File: config.mk
export PLATFORM = sky130hd
export DESIGN_NAME = mem_port_arbiter_flat
export DESIGN_NICKNAME = d
export VERILOG_FILES = /design/src/rtl/mem_port_arbiter_if.sv /design/src/rtl/mem_port_arbiter.sv /design/src/flat_wrapper.sv
export SDC_FILE = /design/constraint.sdc
export NUM_CORES = 1
export LEC_CHECK = 0
export BUFFER_PORTS_ARGS = -buffer_cell sky130_fd_sc_hd__buf_2
export CORE_AREA = 2 2 213 215
export CTS_CLUSTER_DIAMETER = 120
export DETAILED_ROUTE_END_ITERATION = 8
export DIE_AREA = 0 0 215 217
export GPL_ROUTABILITY_DRIVEN = 1
export PLACE_DENSITY = 0.45
export SETUP_SLACK_MARGIN = 0.05
export SLEW_MARGIN = 20
export SYNTH_ARGS = -nofsm -noshare
export SYNTH_HDL_FRONTEND = slang
export SYNTH_SLANG_ARGS = --single-unit
File: constraint.sdc
create_clock -name clk -period 3.2 [get_ports clk]
set_input_delay 0.64 -clock clk [delete_from_list [all_inputs] [get_ports clk]]
set_output_delay 0.64 -clock clk [all_outputs]
set_load 0.02 [all_outputs]
File: src/rtl/mem_port_arbiter_if.sv
// Bundles the IF, LS and memory-side signals of the memory port arbiter.
// Modport master: arbiter view (takes requests, drives grants/responses and the memory request).
// Modport slave:  environment view (requesters plus memory drive requests, ready and responses).
interface mem_port_arbiter_if #(
  parameter int ADDR_W = 64,
  parameter int DATA_W = 64
);
  localparam int MASK_W = DATA_W / 8;

  // instruction fetch side
  logic              if_req;
  logic [ADDR_W-1:0] if_addr;
  logic              if_gnt;
  logic              if_rvalid;
  logic [DATA_W-1:0] if_rdata;

  // load/store side
  logic              ls_req;
  logic              ls_wen;
  logic [ADDR_W-1:0] ls_addr;
  logic [DATA_W-1:0] ls_wdata;
  logic [MASK_W-1:0] ls_wmask;
  logic              ls_gnt;
  logic              ls_rvalid;
  logic [DATA_W-1:0] ls_rdata;

  // memory side
  logic              mem_req;
  logic              mem_wen;
  logic [ADDR_W-1:0] mem_addr;
  logic [DATA_W-1:0] mem_wdata;
  logic [MASK_W-1:0] mem_wmask;
  logic              mem_ready;
  logic              mem_rvalid;
  logic [DATA_W-1:0] mem_rdata;

  logic              busy;

  modport master (
    input  if_req, if_addr,
    output if_gnt, if_rvalid, if_rdata,
    input  ls_req, ls_wen, ls_addr, ls_wdata, ls_wmask,
    output ls_gnt, ls_rvalid, ls_rdata,
    output mem_req, mem_wen, mem_addr, mem_wdata, mem_wmask,
    input  mem_ready, mem_rvalid, mem_rdata,
    output busy
  );

  modport slave (
    output if_req, if_addr,
    input  if_gnt, if_rvalid, if_rdata,
    output ls_req, ls_wen, ls_addr, ls_wdata, ls_wmask,
    input  ls_gnt, ls_rvalid, ls_rdata,
    input  mem_req, mem_wen, mem_addr, mem_wdata, mem_wmask,
    output mem_ready, mem_rvalid, mem_rdata,
    input  busy
  );
endinterface

File: src/rtl/mem_port_arbiter.sv
// Shares one memory port between instruction fetch (read-only) and load/store, one transaction in flight.
// Latency: grant is combinational in IDLE, mem_req one cycle after grant, response two or more cycles after grant.
// Backpressure: request fields are held stable while mem_ready is low; no new grant until the response returns.
// Ports: clk, rst (synchronous, active-high), bus (mem_port_arbiter_if.master: IF/LS request,
//   grant and response signals, memory request/response signals, busy).
module mem_port_arbiter #(
  parameter int ADDR_W        = 64,
  parameter int DATA_W        = 64,
  parameter int MAX_LS_STREAK = 4
) (
  input  logic                  clk,
  input  logic                  rst,
  mem_port_arbiter_if.master    bus
);
  localparam int MASK_W   = DATA_W / 8;
  localparam int STREAK_W = $clog2(MAX_LS_STREAK + 1);
  localparam logic [STREAK_W-1:0] STREAK_MAX = STREAK_W'(MAX_LS_STREAK);

  typedef enum logic [1:0] {
    IDLE  = 2'd0,
    ISSUE = 2'd1,
    WAIT  = 2'd2
  } state_t;

  state_t              state_q, state_d;
  logic                owner_ls_q, owner_ls_d;
  logic [STREAK_W-1:0] streak_q, streak_d;
  logic [ADDR_W-1:0]   addr_q, addr_d;
  logic                wen_q, wen_d;
  logic [DATA_W-1:0]   wdata_q, wdata_d;
  logic [MASK_W-1:0]   wmask_q, wmask_d;

  logic if_gnt, ls_gnt, if_rvalid, ls_rvalid;
  logic ls_wins;

  // LS has priority unless it has already beaten a waiting IF MAX_LS_STREAK times in a row.
  assign ls_wins = bus.ls_req && !(bus.if_req && (streak_q == STREAK_MAX));

  always_comb begin
    state_d    = state_q;
    owner_ls_d = owner_ls_q;
    streak_d   = streak_q;
    addr_d     = addr_q;
    wen_d      = wen_q;
    wdata_d    = wdata_q;
    wmask_d    = wmask_q;
    if_gnt     = 1'b0;
    ls_gnt     = 1'b0;
    if_rvalid  = 1'b0;
    ls_rvalid  = 1'b0;

    case (state_q)
      IDLE: begin
        // Grants are suppressed during reset so nothing is captured that reset then discards.
        if (!rst && (bus.if_req || bus.ls_req)) begin
          state_d = ISSUE;
          if (ls_wins) begin
            ls_gnt     = 1'b1;
            owner_ls_d = 1'b1;
            addr_d     = bus.ls_addr;
            wen_d      = bus.ls_wen;
            wdata_d    = bus.ls_wdata;
            wmask_d    = bus.ls_wmask;
            // A waiting IF lengthens the streak; it never passes the max because IF wins there.
            if (bus.if_req) streak_d = streak_q + STREAK_W'(1);
            else            streak_d = '0;
          end else begin
            if_gnt     = 1'b1;
            owner_ls_d = 1'b0;
            addr_d     = bus.if_addr;
            wen_d      = 1'b0;
            wdata_d    = '0;
            wmask_d    = '0;
            streak_d   = '0;
          end
        end
      end
      ISSUE: begin
        if (bus.mem_ready) state_d = WAIT;
      end
      WAIT: begin
        // Response goes only to the recorded owner; a response arriving during reset is dropped.
        if (bus.mem_rvalid && !rst) begin
          state_d = IDLE;
          if (owner_ls_q) ls_rvalid = 1'b1;
          else            if_rvalid = 1'b1;
        end
      end
      default: state_d = IDLE;
    endcase
  end

  always_ff @(posedge clk) begin
    if (rst) begin
      state_q    <= IDLE;
      owner_ls_q <= 1'b0;
      streak_q   <= '0;
      addr_q     <= '0;
      wen_q      <= 1'b0;
      wdata_q    <= '0;
      wmask_q    <= '0;
    end else begin
      state_q    <= state_d;
      owner_ls_q <= owner_ls_d;
      streak_q   <= streak_d;
      addr_q     <= addr_d;
      wen_q      <= wen_d;
      wdata_q    <= wdata_d;
      wmask_q    <= wmask_d;
    end
  end

  assign bus.if_gnt    = if_gnt;
  assign bus.ls_gnt    = ls_gnt;
  assign bus.if_rvalid = if_rvalid;
  assign bus.ls_rvalid = ls_rvalid;
  assign bus.if_rdata  = bus.mem_rdata;
  assign bus.ls_rdata  = bus.mem_rdata;

  assign bus.mem_req   = (state_q == ISSUE);
  assign bus.mem_wen   = wen_q;
  assign bus.mem_addr  = addr_q;
  assign bus.mem_wdata = wdata_q;
  assign bus.mem_wmask = wmask_q;
  assign bus.busy      = (state_q != IDLE);
endmodule
File: src/flat_wrapper.sv
// flat-port wrapper written by rule: the top's interface ports become plain ports
module mem_port_arbiter_flat 
#(
  parameter int ADDR_W        = 64,
  parameter int DATA_W        = 64,
  parameter int MAX_LS_STREAK = 4
)
  (clk, rst, bus_if_req, bus_if_addr, bus_if_gnt, bus_if_rvalid, bus_if_rdata, bus_ls_req, bus_ls_wen, bus_ls_addr, bus_ls_wdata, bus_ls_wmask, bus_ls_gnt, bus_ls_rvalid, bus_ls_rdata, bus_mem_req, bus_mem_wen, bus_mem_addr, bus_mem_wdata, bus_mem_wmask, bus_mem_ready, bus_mem_rvalid, bus_mem_rdata, bus_busy);
  mem_port_arbiter_if #(.ADDR_W(ADDR_W), .DATA_W(DATA_W)) bus_i ();
  input  logic clk;
  input  logic rst;
  input wire logic [$bits(bus_i.if_req)-1:0] bus_if_req;
  input wire logic [$bits(bus_i.if_addr)-1:0] bus_if_addr;
  output wire logic [$bits(bus_i.if_gnt)-1:0] bus_if_gnt;
  output wire logic [$bits(bus_i.if_rvalid)-1:0] bus_if_rvalid;
  output wire logic [$bits(bus_i.if_rdata)-1:0] bus_if_rdata;
  input wire logic [$bits(bus_i.ls_req)-1:0] bus_ls_req;
  input wire logic [$bits(bus_i.ls_wen)-1:0] bus_ls_wen;
  input wire logic [$bits(bus_i.ls_addr)-1:0] bus_ls_addr;
  input wire logic [$bits(bus_i.ls_wdata)-1:0] bus_ls_wdata;
  input wire logic [$bits(bus_i.ls_wmask)-1:0] bus_ls_wmask;
  output wire logic [$bits(bus_i.ls_gnt)-1:0] bus_ls_gnt;
  output wire logic [$bits(bus_i.ls_rvalid)-1:0] bus_ls_rvalid;
  output wire logic [$bits(bus_i.ls_rdata)-1:0] bus_ls_rdata;
  output wire logic [$bits(bus_i.mem_req)-1:0] bus_mem_req;
  output wire logic [$bits(bus_i.mem_wen)-1:0] bus_mem_wen;
  output wire logic [$bits(bus_i.mem_addr)-1:0] bus_mem_addr;
  output wire logic [$bits(bus_i.mem_wdata)-1:0] bus_mem_wdata;
  output wire logic [$bits(bus_i.mem_wmask)-1:0] bus_mem_wmask;
  input wire logic [$bits(bus_i.mem_ready)-1:0] bus_mem_ready;
  input wire logic [$bits(bus_i.mem_rvalid)-1:0] bus_mem_rvalid;
  input wire logic [$bits(bus_i.mem_rdata)-1:0] bus_mem_rdata;
  output wire logic [$bits(bus_i.busy)-1:0] bus_busy;
  assign bus_i.if_req = bus_if_req;
  assign bus_i.if_addr = bus_if_addr;
  assign bus_if_gnt = bus_i.if_gnt;
  assign bus_if_rvalid = bus_i.if_rvalid;
  assign bus_if_rdata = bus_i.if_rdata;
  assign bus_i.ls_req = bus_ls_req;
  assign bus_i.ls_wen = bus_ls_wen;
  assign bus_i.ls_addr = bus_ls_addr;
  assign bus_i.ls_wdata = bus_ls_wdata;
  assign bus_i.ls_wmask = bus_ls_wmask;
  assign bus_ls_gnt = bus_i.ls_gnt;
  assign bus_ls_rvalid = bus_i.ls_rvalid;
  assign bus_ls_rdata = bus_i.ls_rdata;
  assign bus_mem_req = bus_i.mem_req;
  assign bus_mem_wen = bus_i.mem_wen;
  assign bus_mem_addr = bus_i.mem_addr;
  assign bus_mem_wdata = bus_i.mem_wdata;
  assign bus_mem_wmask = bus_i.mem_wmask;
  assign bus_i.mem_ready = bus_mem_ready;
  assign bus_i.mem_rvalid = bus_mem_rvalid;
  assign bus_i.mem_rdata = bus_mem_rdata;
  assign bus_busy = bus_i.busy;
  mem_port_arbiter #(.ADDR_W(ADDR_W), .DATA_W(DATA_W), .MAX_LS_STREAK(MAX_LS_STREAK)) u_core (.clk(clk), .rst(rst), .bus(bus_i));
endmodule
==> out/metrics.yaml, run 1 <==
run_status:
  status: "complete, no violations"
synthesis:
  syn_area_per_cell_um2: 10.1
  synthArstFlopShare_pct: 0
  synth_cell_types: 32
  synth_flop_cell: "dfxtp_1"
  syn_nets: 903
  syn_inst: 630
  synth_edf_count: 0
  synth_top_area_share_pct: 45.1
  netlist_top_cells_area: "dfxtp_1 (45%), buf_4 (15%), a221o_1 (10%), a22o_1 (10%), a211oi_1 (7.6%)"
  synth_area_mm2: 0.00635
  yosysWarnings: 0
  yosysTopAreaCell: "dfxtp_1"
  ys_top_cells_by_count: "dfxtp_1 (143), buf_4 (128), a22o_1 (73), inv_1 (67)"
  ys_ff_latch: 143
  yosysSeqAreaShare_pct: 45.1
  synth_most_common_cell: "dfxtp_1"
power_and_ir_drop:
  seqPwrFrac_pct: 41.3
  p_comb_share_pct: 17.1
  p_sw_mw: 1.44
  vdd_drop_max_mv: 0.311
  internal_power_mw: 3.38
  power_density_mw_per_mm2: 580
  p_sw_share_pct: 29.9
  p_clk_share_pct: 41.6
  leakagePower_nw: 3.76
layout:
  seqCellArea_mm2: 0.00286
  fillers: 5062
  area_growth_pct: 31.0
  num_antenna_cells: 0
  multiInputGateArea_mm2: 0.00203
  layout-drive-gt1-share_pct: 47.1
  fin_nets: 1100
  final_area_mm2: 0.00832
timing:
  clock-skew-final_ps: 7.00
  whs_ps: 381
  setup_viol: 0
  finalCriticalPeriod_ps: 2520
  setup_tns_ps: 0
  slew_headroom_pct: 45.0
  rsz0062_at_grt: "false"
  hold_viol: 0
  fmax_mhz: 397
  final.setup.worst_slack_ps: 682
  slew_violations: 0
  min_period_over_period_pct: 78.7
  tightest_slew_ps: 825
setup_path:
  slowest_stage: "or3b_1"
  reg2reg_from: "u_core.state_q[1]"
  reg2reg_depth: 4
  r2r_setup_slack_ps: 1010
  max_stage_delay_ps: 480
  start_kind: "flip-flop"
  crit_fanout: 10
  end_kind: "output port"
  r2r-end: "u_core.bus.mem_addr[39]"
  crit_arrival_ps: 1880
  worstPathCellList: "or3b_1 -> a211oi_4 -> buf_2"
  worstSetupPathType: "flip-flop to output port"
  required_ps: 2560
flow_run:
  maxCapViolations: 0
floorplan:
  die_x_um: 215
  fp.dieArea_mm2: 0.0467
  floorplan.rows: 78
  start_util_pct: 14.2
  ioPinCount: 542
  die_h_um: 217
  core_mm2: 0.0447
clocking:
  clk_latency_ps: 470
  cts.path.max_buffers: 2
  cts_htree_levels: 4
  ctsHoldBuffers: 0
  clkTransAtPathRegs_ps: 60
  cts_made_buffers: 17
  cts_tree: "built"
  cts_resized: 0
  postCtsSetupRepairBufs: 0
  clock_sinks: 143
  cts_root_buffer: "clkbuf_16"
placement:
  place_congestion: 0.697
  dpl_cell_area_mm2: 0.00774
  dpl.hpwl_mm: 16.2
  pre_cts_ws_ps: 654
  place.port_buffers: 349
worst_hold_path:
  hold_end: "u_core.bus.mem_wdata[40]"
  min-delay-start: "bus_ls_wdata[40]"
  min_path_type: "primary input to flip-flop"
  hold_depth: 2
route:
  drt_iter0_markers: 316
  wire_per_inst_um: 15.8
  avgViaCountPerCell: 3.75
  via_count: 5396
  drc: 0
  routed_wl_mm: 22.8
  ant_nets: 0
  dr.pass1.iters: 5
global_routing:
  grt_use_total_pct: 9.61
  grt_max_degree: 74
  grt_pass1_vias: 5210
  grt_pass1_wl_mm: 32.9
  antenna_found_initial: 1
  grt-ovfl-total: 0
[registers in the layout, summed over array words and instances, names as in the netlist]
register,cells
u_core.bus.mem_addr,64
u_core.bus.mem_wen,1
u_core.bus.mem_wdata,64
u_core.streak_q,3
u_core.state_q,2
u_core.owner_ls_q,1
u_core.bus.mem_wmask,8
[area by class of cell]
class	instances	area share, %
clock buffers	21	5.65
repair buffers	359	22.2
multi-input cells	239	24.4
well taps	600	9.02
clock inverters	11	1.28
inverters	67	3.02
flip-flops and latches	143	34.4
[placed cells by master (no fill, tap or decap), types with 6 or more instances in the layout]
cell       Yosys  layout
buf_2         23     348
dfxtp_1      143     143
a22o_1        73      73
inv_1         67      67
a211oi_1      64      64
a221o_1       64      64
clkbuf_16      0      17
buf_4        128       9
nor2_1         7       6
[power by group through the flow]
stage                     Clock [mW]  Sequential, mW  Combinational (mW)
after floorplan                    0            2.19               0.536
after global placement             0            2.03               0.835
after detailed placement           0            2.03               0.841
after CTS                       2.12            1.99               0.843
after global routing            2.16            2.01               0.893
final                           2.01            2.00               0.826
[critical path, delay by kind of cell, from the launching register on]
kind                   cells  cell delay [ps]
AO/OA/AOI/OAI              1              230
buffers and inverters      1              270
flip-flops                 1              420
AND/OR/NAND/NOR            1              480
[logic make-up after synthesis]
logic type                 count (synthesis)  synth area share, %
buffers and inverters                    248                 23.4
AOI/OAI and AO/OA                        212                 28.9
DFF                                      143                 45.1
and+or+nand+nor                           25                 2.21
adders and majority gates                  2                0.394
[stage by stage]
stage                     std cells  utilization (%)  total power, mW
final                          1440             18.6             4.83
after floorplan                 630                -             2.72
after global placement         1408             17.3             2.87
after global routing           1440             18.6             5.07
after detailed placement       1408             17.3             2.87
after CTS                      1440             18.6             4.96
[worst max-delay path by stage]
stage,from,endpoint
global route,u_core.state_q[1],bus_if_gnt
finish,u_core.state_q[1],bus_if_gnt
detailed placement,rst,u_core.bus.mem_addr[13]
floorplan,bus_if_req,bus_if_gnt
global placement,rst,u_core.bus.mem_addr[10]
CTS,u_core.state_q[1],bus_if_gnt
[metal layers]
metal	vias to the layer above	GRT usage (%)	share of wire, %
met3	45	4.46	9.0
met2	274	15.0	47
li1	2565	-	-
met1	2512	10.8	41
met4	0	5.45	3.0
met5	-	0	0
No activity file was read; power rests on OpenSTA's default activity.
==> inputs of run 2 (changes only) <==
--- a/config.mk
+++ b/config.mk
@@ -5,13 +5,14 @@
 export SDC_FILE = /design/constraint.sdc
 export NUM_CORES = 1
 export LEC_CHECK = 0
+export ABC_AREA = 1
 export BUFFER_PORTS_ARGS = -buffer_cell sky130_fd_sc_hd__buf_2
-export CORE_AREA = 2 2 213 215
+export CORE_AREA = 2 2 208 210
 export CTS_CLUSTER_DIAMETER = 120
 export DETAILED_ROUTE_END_ITERATION = 8
-export DIE_AREA = 0 0 215 217
+export DIE_AREA = 0 0 210 212
 export GPL_ROUTABILITY_DRIVEN = 1
-export PLACE_DENSITY = 0.45
+export PLACE_DENSITY = 0.48
 export SETUP_SLACK_MARGIN = 0.05
 export SLEW_MARGIN = 20
 export SYNTH_ARGS = -nofsm -noshare
==> constraint.sdc (replaced) <==
create_clock -name clk -period 2.4 [get_ports clk]
set_input_delay 0.48 -clock clk [delete_from_list [all_inputs] [get_ports clk]]
set_output_delay 0.48 -clock clk [all_outputs]
set_load 0.02 [all_outputs]
==> out/metrics.yaml, run 2 <==
setup_path:
  reg2reg_depth: 9  # +5
  crit_arrival_ps: 1740  # -140 ps
  start_kind: "flip-flop"
  required_ps: 1920  # -640 ps
  reg2reg_from: "u_core.streak_q[0]"
  r2r_setup_slack_ps: 480  # -530 ps
  end_kind: "output port"
  r2r-end: "u_core.bus.mem_wdata[35]"
  worstSetupPathType: "flip-flop to output port"
  crit_fanout: 11  # +1
power_and_ir_drop:
  p_clk_share_pct: 42.9  # +1.3 points
  seqPwrFrac_pct: 40.6  # -0.7 points
  p_comb_share_pct: 16.4  # -0.7 points
  power_mw: 6.32  # +31%
  internal_power_mw: 4.45  # +31%
  p_sw_mw: 1.87  # +30%
  p_sw_share_pct: 29.6  # -0.31 points
  vdd_drop_max_mv: 0.346  # +11%
  power_density_mw_per_mm2: 718  # +24%
  leakagePower_nw: 4.17  # +11%
worst_hold_path:
  hold_depth: 3  # +1
  min_path_type: "primary input to flip-flop"
  hold_end: "u_core.bus.mem_wdata[3]"
  min-delay-start: "bus_ls_wdata[3]"
route:
  routed_wl_mm: 23.9  # +5.0%
  wire_per_inst_um: 13.8  # -13%
  drc: 0  # unchanged
  via_count: 6666  # +24%
  dr.pass1.iters: 4  # -1
  ant_nets: 0  # unchanged
  avgViaCountPerCell: 3.85  # +2.7%
  drt_iter0_markers: 295  # -6.6%
timing:
  setup_viol: 0  # unchanged
  rsz0062_at_grt: "false"
  slew_headroom_pct: 48.8  # +3.8 points
  fmax_mhz: 450
  hold_viol: 0  # unchanged
  slew_violations: 0  # unchanged
  tightest_slew_ps: 768  # -57.0 ps
  setup_tns_ps: 0  # unchanged
  finalCriticalPeriod_ps: 2220
  clock-skew-final_ps: 15.7  # +8.73 ps
  min_period_over_period_pct: 92.6
global_routing:
  grt-ovfl-total: 0  # unchanged
  grt_use_total_pct: 10.5  # +0.85 points
  grt_pass1_vias: 6183  # +19%
  antenna_found_initial: 0  # -1
  grt_max_degree: 142  # +92%
  grt_pass1_wl_mm: 35.0  # +6.4%
synthesis:
  synth_compound_area_share_pct: 10.4  # -19 points
  synth_edf_count: 0  # unchanged
  netlist_top_cells_area: "dfxtp_1 (42%), nand2_1 (23%), buf_4 (15%), a21oi_1 (10%), nand3_1 (4.7%)"
  syn_inst: 988  # +57%
  ys_ff_latch: 143  # unchanged
  synthAdderAreaFrac_pct: 0.363  # -0.031 points
  synth_area_mm2: 0.00689  # +8.6%
  synth_flop_cell: "dfxtp_1"
  yosysSeqAreaShare_pct: 41.5  # -3.6 points
  syn_area_per_cell_um2: 6.98  # -31%
  synthArstFlopShare_pct: 0  # unchanged
  synth-simple-area-share_pct: 28.3  # +26 points
  synth_most_common_cell: "nand2_1"
  synth_xor_area_share_pct: 0.127  # +0.13 points
  syn_nets: 1261  # +40%
  synth_top_area_share_pct: 41.5  # -3.6 points
  yosysWarnings: 0  # unchanged
  synth_top_family_by_area: "simple AND/OR/NAND/NOR gates"
  synth_cell_types: 19  # -41%
  ys_top_cells_by_count: "nand2_1 (415), dfxtp_1 (143), a21oi_1 (141), buf_4 (134), nand3_1 (65)"
  yosysTopAreaCell: "dfxtp_1"
  muxShareOfSynthArea_pct: 0  # unchanged
clocking:
  ctsHoldBuffers: 0  # unchanged
  clk_latency_ps: 450  # -20 ps
  cts_tree: "built"
  cts_made_buffers: 17  # unchanged
  clock_sinks: 143  # unchanged
  clkTransAtPathRegs_ps: 70  # about the same
  cts.path.max_buffers: 2  # unchanged
  cts_root_buffer: "clkbuf_16"
  cts_htree_levels: 4  # unchanged
floorplan:
  die_x_um: 210  # -2.3%
  die_h_um: 212  # -2.3%
  core_mm2: 0.0425  # -4.9%
  fp.dieArea_mm2: 0.0445  # -4.6%
  start_util_pct: 16.2  # +2.0 points
  ioPinCount: 542  # unchanged
  floorplan.rows: 76  # -2.6%
layout:
  final_common_cell: "nand2_1"
  final_area_mm2: 0.00880  # +5.7%
  layout-drive-gt1-share_pct: 33.8  # -13 points
  area_growth_pct: 27.7
  layout_common_cells: "nand2_1 (414), buf_2 (347), dfxtp_1 (143)"
  fin_nets: 1445  # +31%
placement:
  place_congestion: 0.798  # +15%
  place.port_buffers: 349  # unchanged
  dpl.hpwl_mm: 17.5  # +7.9%
  dpl_cell_area_mm2: 0.00818  # +5.6%
flow_run:
  maxCapViolations: 0  # unchanged
run_status:
  status: "complete, no violations"
## run 2: changes by cell type after synthesis, moves of 7 or more
cell,before,now
inv_1,67,10
nand3_1,2,65
a221o_1,64,0
a22o_1,73,0
buf_1,1,8
a21oi_1,3,141
buf_2,23,30
a211oi_1,64,0
nand2_1,3,415
## run 2: kinds of logic after synthesis
logic type,after synthesis
buf+inv,208
fa+ha+maj,2
compound gates,143
flops,143
xor+xnor,1
simple gates,491
## run 2: layer usage
metal	routed length [um]	GRT usage, %	vias to the layer above	share of wire [%]
met5	48	0.779	-	0.20
met4	718	5.36	2	3.0
met3	2290	4.90	45	9.5
met2	11000	16.5	313	46
met1	9880	11.7	2944	41
li1	-	-	3362	-
## run 2: how the worst max path moves through the flow
stage                                  start                 endpoint  slack, ps  cells past startpoint
after floorplan           u_core.streak_q[0]               bus_if_gnt        510                      8
after global placement            bus_if_req  u_core.bus.mem_addr[50]        440                      8
after detailed placement          bus_if_req  u_core.bus.mem_wmask[7]        390                      7
after CTS                 u_core.streak_q[0]               bus_if_gnt        110                      7
after global routing      u_core.streak_q[0]               bus_if_gnt         50                      7
final                     u_core.streak_q[0]               bus_if_gnt        180                      7
## run 2: timing repair
action	4_1_cts	5_1_grt
setup endpoints to repair	2	1
pin swaps	1	1
endpoints found under the hold margin	0	0
gates resized for setup	2	1
setup buffers	1	0
## run 2: critical path, stage by stage, from the launching register on
cell,delay (ps)
dfxtp_1,320
inv_1,80
ha_1,210
nand3_4,170
nand2_4,140
inv_1,50
nor2_1,150
buf_4,170
## run 2: layout make-up
| class | instances | area (um^2) |
|---|---|---|
| fillers | 4911 | 33700 |
| flip-flops and latches | 143 | 2860 |
| multi-input cells | 637 | 2720 |
| repair buffers | 360 | 1880 |
| well taps | 546 | 683 |
| clock buffers | 18 | 439 |
| clock inverters | 14 | 156 |
| inverters | 13 | 48.8 |
| diodes | 1 | 2.50 |
## run 2: stage by stage
stage / util (%) / setup WS (ps) / instances / hold slack, ps
finish: 20.7 / 177 / 1732 / 273
floorplan: - / 510 / 988 / 461
global placement: 19.2 / 440 / 1698 / 448
global route: 20.7 / 54.1 / 1731 / 240
CTS: 20.7 / 114 / 1731 / 222
detailed placement: 19.2 / 394 / 1698 / 452
## run 2: power by group through the flow
stage | Clock [mW] | Combinational, mW | Sequential, mW
finish | 2.71 | 1.04 | 2.57
detailed placement | 0 | 1.05 | 2.62
CTS | 2.85 | 1.06 | 2.57
global placement | 0 | 1.05 | 2.62
floorplan | 0 | 0.764 | 2.77
global route | 2.93 | 1.15 | 2.58
